## config.mk

```make
export PLATFORM = sky130hd
export DESIGN_NAME = operand_fetch_unit
export DESIGN_NICKNAME = d
export VERILOG_FILES = /design/src/rtl/operand_fetch_unit.sv
export SDC_FILE = /design/constraint.sdc
export NUM_CORES = 1
export LEC_CHECK = 0
export BUFFER_PORTS_ARGS = -buffer_cell sky130_fd_sc_hd__buf_4
export CAP_MARGIN = 20
export CORE_AREA = 4 4 133 135
export CTS_CLUSTER_SIZE = 16
export DETAILED_ROUTE_END_ITERATION = 10
export DIE_AREA = 0 0 137 139
export PLACE_DENSITY = 0.79
export REMOVE_ABC_BUFFERS = 1
export SLEW_MARGIN = 40
export SYNTH_ARGS = -nofsm -noshare
export SYNTH_HDL_FRONTEND = slang
export SYNTH_SLANG_ARGS = --single-unit
```

## constraint.sdc

```tcl
create_clock -name clk -period 4.6 [get_ports clk]
set_input_delay 0.92 -clock clk [delete_from_list [all_inputs] [get_ports clk]]
set_output_delay 0.92 -clock clk [all_outputs]
set_load 0.05 [all_outputs]
```

## src/rtl/operand_fetch_unit.sv

```systemverilog
// operand_fetch_unit: issues register-file reads, tracks busy registers, bypasses same-edge writeback
module operand_fetch_unit #(
    parameter int XLEN = 32,
    parameter int NREG = 32
) (
    input  logic            clk,
    input  logic            rst_n,
    input  logic            in_valid,
    output logic            in_ready,
    input  logic [4:0]      in_rs1,
    input  logic [4:0]      in_rs2,
    input  logic [4:0]      in_rd,
    input  logic            in_rd_we,
    output logic            out_valid,
    input  logic            out_ready,
    output logic [XLEN-1:0] out_rs1_val,
    output logic [XLEN-1:0] out_rs2_val,
    output logic [4:0]      out_rd,
    output logic            out_rd_we,
    input  logic            wb_en,
    input  logic [4:0]      wb_rd,
    input  logic [XLEN-1:0] wb_data,
    output logic [4:0]      rf_r1,
    output logic [4:0]      rf_r2,
    output logic            rf_r_en,
    input  logic [XLEN-1:0] rf_r1_read,
    input  logic [XLEN-1:0] rf_r2_read,
    output logic [4:0]      rf_rd,
    output logic            rf_w_en,
    output logic [XLEN-1:0] rf_write_data,
    output logic [NREG-1:0] busy_vec
);
    localparam logic [1:0] IDLE = 2'd0, READ = 2'd1, HOLD = 2'd2;

    logic [1:0]      state_q, state_d;
    logic [NREG-1:0] busy_q, busy_d;
    logic [4:0]      rs1_q, rs1_d, rs2_q, rs2_d, rd_q, rd_d;
    logic            rd_we_q, rd_we_d, byp1_q, byp1_d, byp2_q, byp2_d;
    logic [XLEN-1:0] byp1_data_q, byp1_data_d, byp2_data_q, byp2_data_d;
    logic [XLEN-1:0] hold1_q, hold1_d, hold2_q, hold2_d;
    logic            hazard, in_fire, out_fire;
    logic [XLEN-1:0] live1, live2;

    assign rf_r1         = in_rs1;
    assign rf_r2         = in_rs2;
    assign rf_rd         = wb_rd;
    assign rf_w_en       = wb_en;
    assign rf_write_data = wb_data;
    assign busy_vec      = busy_q;

    always_comb begin
        // a writeback landing this cycle resolves the dependency through the bypass
        hazard   = (in_rs1 != 5'd0 && busy_q[in_rs1] && !(wb_en && wb_rd == in_rs1))
                || (in_rs2 != 5'd0 && busy_q[in_rs2] && !(wb_en && wb_rd == in_rs2))
                || (in_rd_we && in_rd != 5'd0 && busy_q[in_rd] && !(wb_en && wb_rd == in_rd));
        out_valid = state_q != IDLE;
        out_fire  = out_valid && out_ready;
        in_ready  = (state_q == IDLE || out_fire) && !hazard;
        in_fire   = in_valid && in_ready;
        rf_r_en   = in_fire;
        live1     = rs1_q == 5'd0 ? '0 : byp1_q ? byp1_data_q : rf_r1_read;
        live2     = rs2_q == 5'd0 ? '0 : byp2_q ? byp2_data_q : rf_r2_read;
        out_rs1_val = state_q == READ ? live1 : state_q == HOLD ? hold1_q : '0;
        out_rs2_val = state_q == READ ? live2 : state_q == HOLD ? hold2_q : '0;
        out_rd    = rd_q;
        out_rd_we = rd_we_q && out_valid;
        state_d   = in_fire ? READ : (state_q == IDLE || out_ready) ? IDLE : HOLD;
        rs1_d     = in_fire ? in_rs1 : rs1_q;
        rs2_d     = in_fire ? in_rs2 : rs2_q;
        rd_d      = in_fire ? in_rd : rd_q;
        rd_we_d   = in_fire ? in_rd_we : rd_we_q;
        byp1_d    = in_fire ? (wb_en && wb_rd == in_rs1 && in_rs1 != 5'd0) : byp1_q;
        byp2_d    = in_fire ? (wb_en && wb_rd == in_rs2 && in_rs2 != 5'd0) : byp2_q;
        byp1_data_d = in_fire ? wb_data : byp1_data_q;
        byp2_data_d = in_fire ? wb_data : byp2_data_q;
        hold1_d   = state_q == READ ? live1 : hold1_q;
        hold2_d   = state_q == READ ? live2 : hold2_q;
        busy_d    = busy_q;
        if (wb_en && wb_rd != 5'd0) busy_d[wb_rd] = 1'b0;
        if (in_fire && in_rd_we && in_rd != 5'd0) busy_d[in_rd] = 1'b1;
        busy_d[0] = 1'b0;
    end

    always_ff @(posedge clk) begin
        if (!rst_n) begin
            state_q     <= IDLE;
            busy_q      <= '0;
            rs1_q       <= '0;
            rs2_q       <= '0;
            rd_q        <= '0;
            rd_we_q     <= 1'b0;
            byp1_q      <= 1'b0;
            byp2_q      <= 1'b0;
            byp1_data_q <= '0;
            byp2_data_q <= '0;
            hold1_q     <= '0;
            hold2_q     <= '0;
        end else begin
            state_q     <= state_d;
            busy_q      <= busy_d;
            rs1_q       <= rs1_d;
            rs2_q       <= rs2_d;
            rd_q        <= rd_d;
            rd_we_q     <= rd_we_d;
            byp1_q      <= byp1_d;
            byp2_q      <= byp2_d;
            byp1_data_q <= byp1_data_d;
            byp2_data_q <= byp2_data_d;
            hold1_q     <= hold1_d;
            hold2_q     <= hold2_d;
        end
    end
endmodule

```

==> impl_metrics.py <==
metrics = {
    "outcome": {
        "outcome": "complete, no violations",
    },
    "synth": {
        "synth.distinct_cells": 51,
        "yosysTopAreaCell": "dfxtp_1",
        "syn_avg_cell_area_um2": 8.51,
        "async_flop_share": 0,
        "ys.flop_type": "dfxtp_1",
        "synth_seq_area_share": 0.356,
        "synth_seq_cells": 147,
        "synth_area_um2": 8270,
        "syn_inst": 971,
        "synth_area_leaders": "dfxtp_1 36%, mux2i_1 17%, nor2_1 6.3%",
        "synth_edf_count": 0,
        "synth_top_area_frac": 0.356,
        "yosysWarnings": 0,
    },
    "setup_path": {
        "cp-start-kind": "input port",
        "crit_required_ns": 3.68,
        "end_kind": "output port",
        "cp_max_fo": 16,
        "critical_path_class": "in2out",
        "crit_arrival_ns": 3.23,
    },
    "die": {
        "rows": 47,
        "ios": 275,
        "core_um2": 16500,
        "die_h_um": 139,
        "die_x_um": 137,
        "start_util": 0.502,
        "dieArea_um2": 19000,
    },
    "drt": {
        "drc": 0,
        "wl_per_cell_um": 19.5,
        "ant_nets": 0,
        "via_per_inst": 5.78,
        "finalWirelength_mm": 26.8,
        "drt-pass1-iter-count": 5,
        "initialDrtViolationCount": 587,
        "vias": 7949,
    },
    "sta": {
        "rsz0062_at_grt": "no",
        "timing.hold.ws_ns": 0.453,
        "hold_viol_final": 0,
        "fmax_mhz": 241,
        "min_period_ns": 4.15,
        "fin_skew_ns": 0.0114,
        "fin_crit_sh": 0.902,
        "max_slew_margin": 0.516,
        "fin_ws_ns": 0.449,
        "slew_viol_final": 0,
        "worst_slew_pin_slew_ns": 0.726,
        "finalSetupViolCount": 0,
    },
    "place": {
        "place_ws_ns": 0.460,
        "io_buffers": 273,
        "dp.cells": 1344,
        "gp_congestion": 0.978,
        "dp_hpwl_mm": 18.8,
        "place_area_um2": 9980,
    },
    "global_route": {
        "grt_pass1_wl_mm": 41.7,
        "antenna_found_initial": 2,
        "grt_max_degree": 69,
        "grt_pass1_vias": 7768,
        "overflow": 0,
        "gr-usage-all-layers": 0.274,
    },
    "run": {
        "drv_cap": 0,
    },
    "clocking": {
        "cts_buffer_depth": 2,
        "cts_resized": 0,
        "clk_latency_ns": 0.43,
        "htreeDepth": 4,
        "post_cts_buffers": 0,
        "cts_buffers": 17,
        "cts.reportedPaths.clkPinSlew_ns": 0.05,
        "cts_tree": "built",
        "clockRootBuffer": "clkbuf_16",
        "numClockSinks": 147,
        "cts_hold_buf": 0,
    },
    "power_and_ir_drop": {
        "ir_drop_mv": 0.275,
        "power_leakage_uw": 0.00489,
        "total_power_uw": 3280,
        "powerDensity_nw_per_um2": 311,
    },
    "finish": {
        "fin_nets": 1265,
        "fin_cells": 1376,
        "drive_gt1_frac": 0.295,
        "area_growth_pct": 27.7,
        "fill_cells": 1420,
        "layout_commonest_cell": "buf_4",
        "antennaDiodeCount": 0,
        "final_area_um2": 10600,
        "layout_common_cells": "283 x buf_4, 145 x dfxtp_1, 141 x mux2i_1",
    },
    "min_path": {
        "hold_path_class": "reg2reg",
    },
}
## flip-flops by register name, indices dropped and copies added (netlist names)
| name | flops |
|---|---|
| byp2_q | 1 |
| state_q | 2 |
| byp1_data_q | 32 |
| byp1_q | 1 |
| busy_vec | 31 |
| rs1_q | 5 |
| hold2_q | 32 |
| rd_we_q | 1 |
| hold1_q | 32 |
| rs2_q | 5 |
| out_rd | 5 |
## cell usage after synthesis (3+ instances only)
master / n
a21o_1: 64
a21oi_1: 64
and3_1: 3
buf_1: 7
buf_12: 3
buf_2: 13
buf_4: 51
clkbuf_1: 57
dfxtp_1: 147
inv_1: 6
mux2_2: 3
mux2i_1: 141
mux4_2: 9
nand2_1: 106
nand3_1: 11
nand3b_1: 9
nor2_1: 138
nor2b_1: 6
nor4_1: 5
o211ai_1: 30
o22ai_1: 8
o31ai_1: 31
or3_1: 4
or3b_2: 4
or4_1: 3
xnor2_1: 3
xor2_1: 12
## metrics by stage
step | setup TNS, ns | utilization
after floorplan | -0.187 | -
after global placement | 0 | 0.603
after detailed placement | 0 | 0.606
after CTS | 0 | 0.641
after global routing | 0 | 0.641
final | 0 | 0.641
## worst max-delay path: stages
cell	delay (ns)
buf_4	0.23
mux2_4	0.32
or3_1	0.32
a311o_1	0.31
and3_1	0.16
a32o_1	0.23
or3_1	0.42
clkinv_2	0.11
buf_4	0.20
## path summary, 6_finish.rpt
path                            slack, ns                     from  depth (start not counted)                     endpoint
worst max-delay path                 0.45                in_rs1[1]                          9                      rf_r_en
worst min-delay path                 0.45    rs1_q[2]$_SDFFE_PN0P_                          2        rs1_q[2]$_SDFFE_PN0P_
worst max register to register       1.49  busy_vec[12]$_SDFF_PN0_                          9  byp1_data_q[3]$_SDFFE_PN0P_
worst min register to register       0.45    rs1_q[2]$_SDFFE_PN0P_                          2        rs1_q[2]$_SDFFE_PN0P_
## metal layers
| metal | share of wire | up-vias | wire length [µm] | track usage |
|---|---|---|---|---|
| met5 | 0.0010 | - | 27 | 0 |
| met2 | 0.47 | 407 | 12500 | 0.446 |
| li1 | - | 3702 | - | - |
| met3 | 0.11 | 68 | 2850 | 0.0682 |
| met1 | 0.39 | 3768 | 10600 | 0.348 |
| met4 | 0.031 | 4 | 824 | 0.107 |
## cell families (layout without fill, tap and decap cells)
group	after synthesis	count (layout)	share of synthesized area
muxes	154	154	0.201
and+or+nand+nor	300	300	0.156
AOI/OAI and AO/OA	214	214	0.174
buffers and inverters	140	325	0.0966
xor gates and xnor gates	15	15	0.0159
DFF	147	147	0.356
other	1	1	0.000454
## cell type report
cell class | instances | area, µm² | area share
Clock inverter | 13 | 133 | 0.0126
Tap cell | 220 | 275 | 0.0261
Timing Repair Buffer | 286 | 2190 | 0.208
Multi-Input combinational cell | 684 | 4540 | 0.430
Inverter | 7 | 28.8 | 0.00273
Sequential cell | 147 | 2950 | 0.280
Clock buffer | 19 | 433 | 0.0410
## power by group
group          switching, µW  leakage, µW  total (µW)  internal (µW)
Clock                    543     0.000278        1340            796
Combinational            383      0.00342         601            218
Sequential              28.9      0.00119        1340           1310
Total                    955      0.00489        3280           2330
Power figures use the tool's default switching activity.
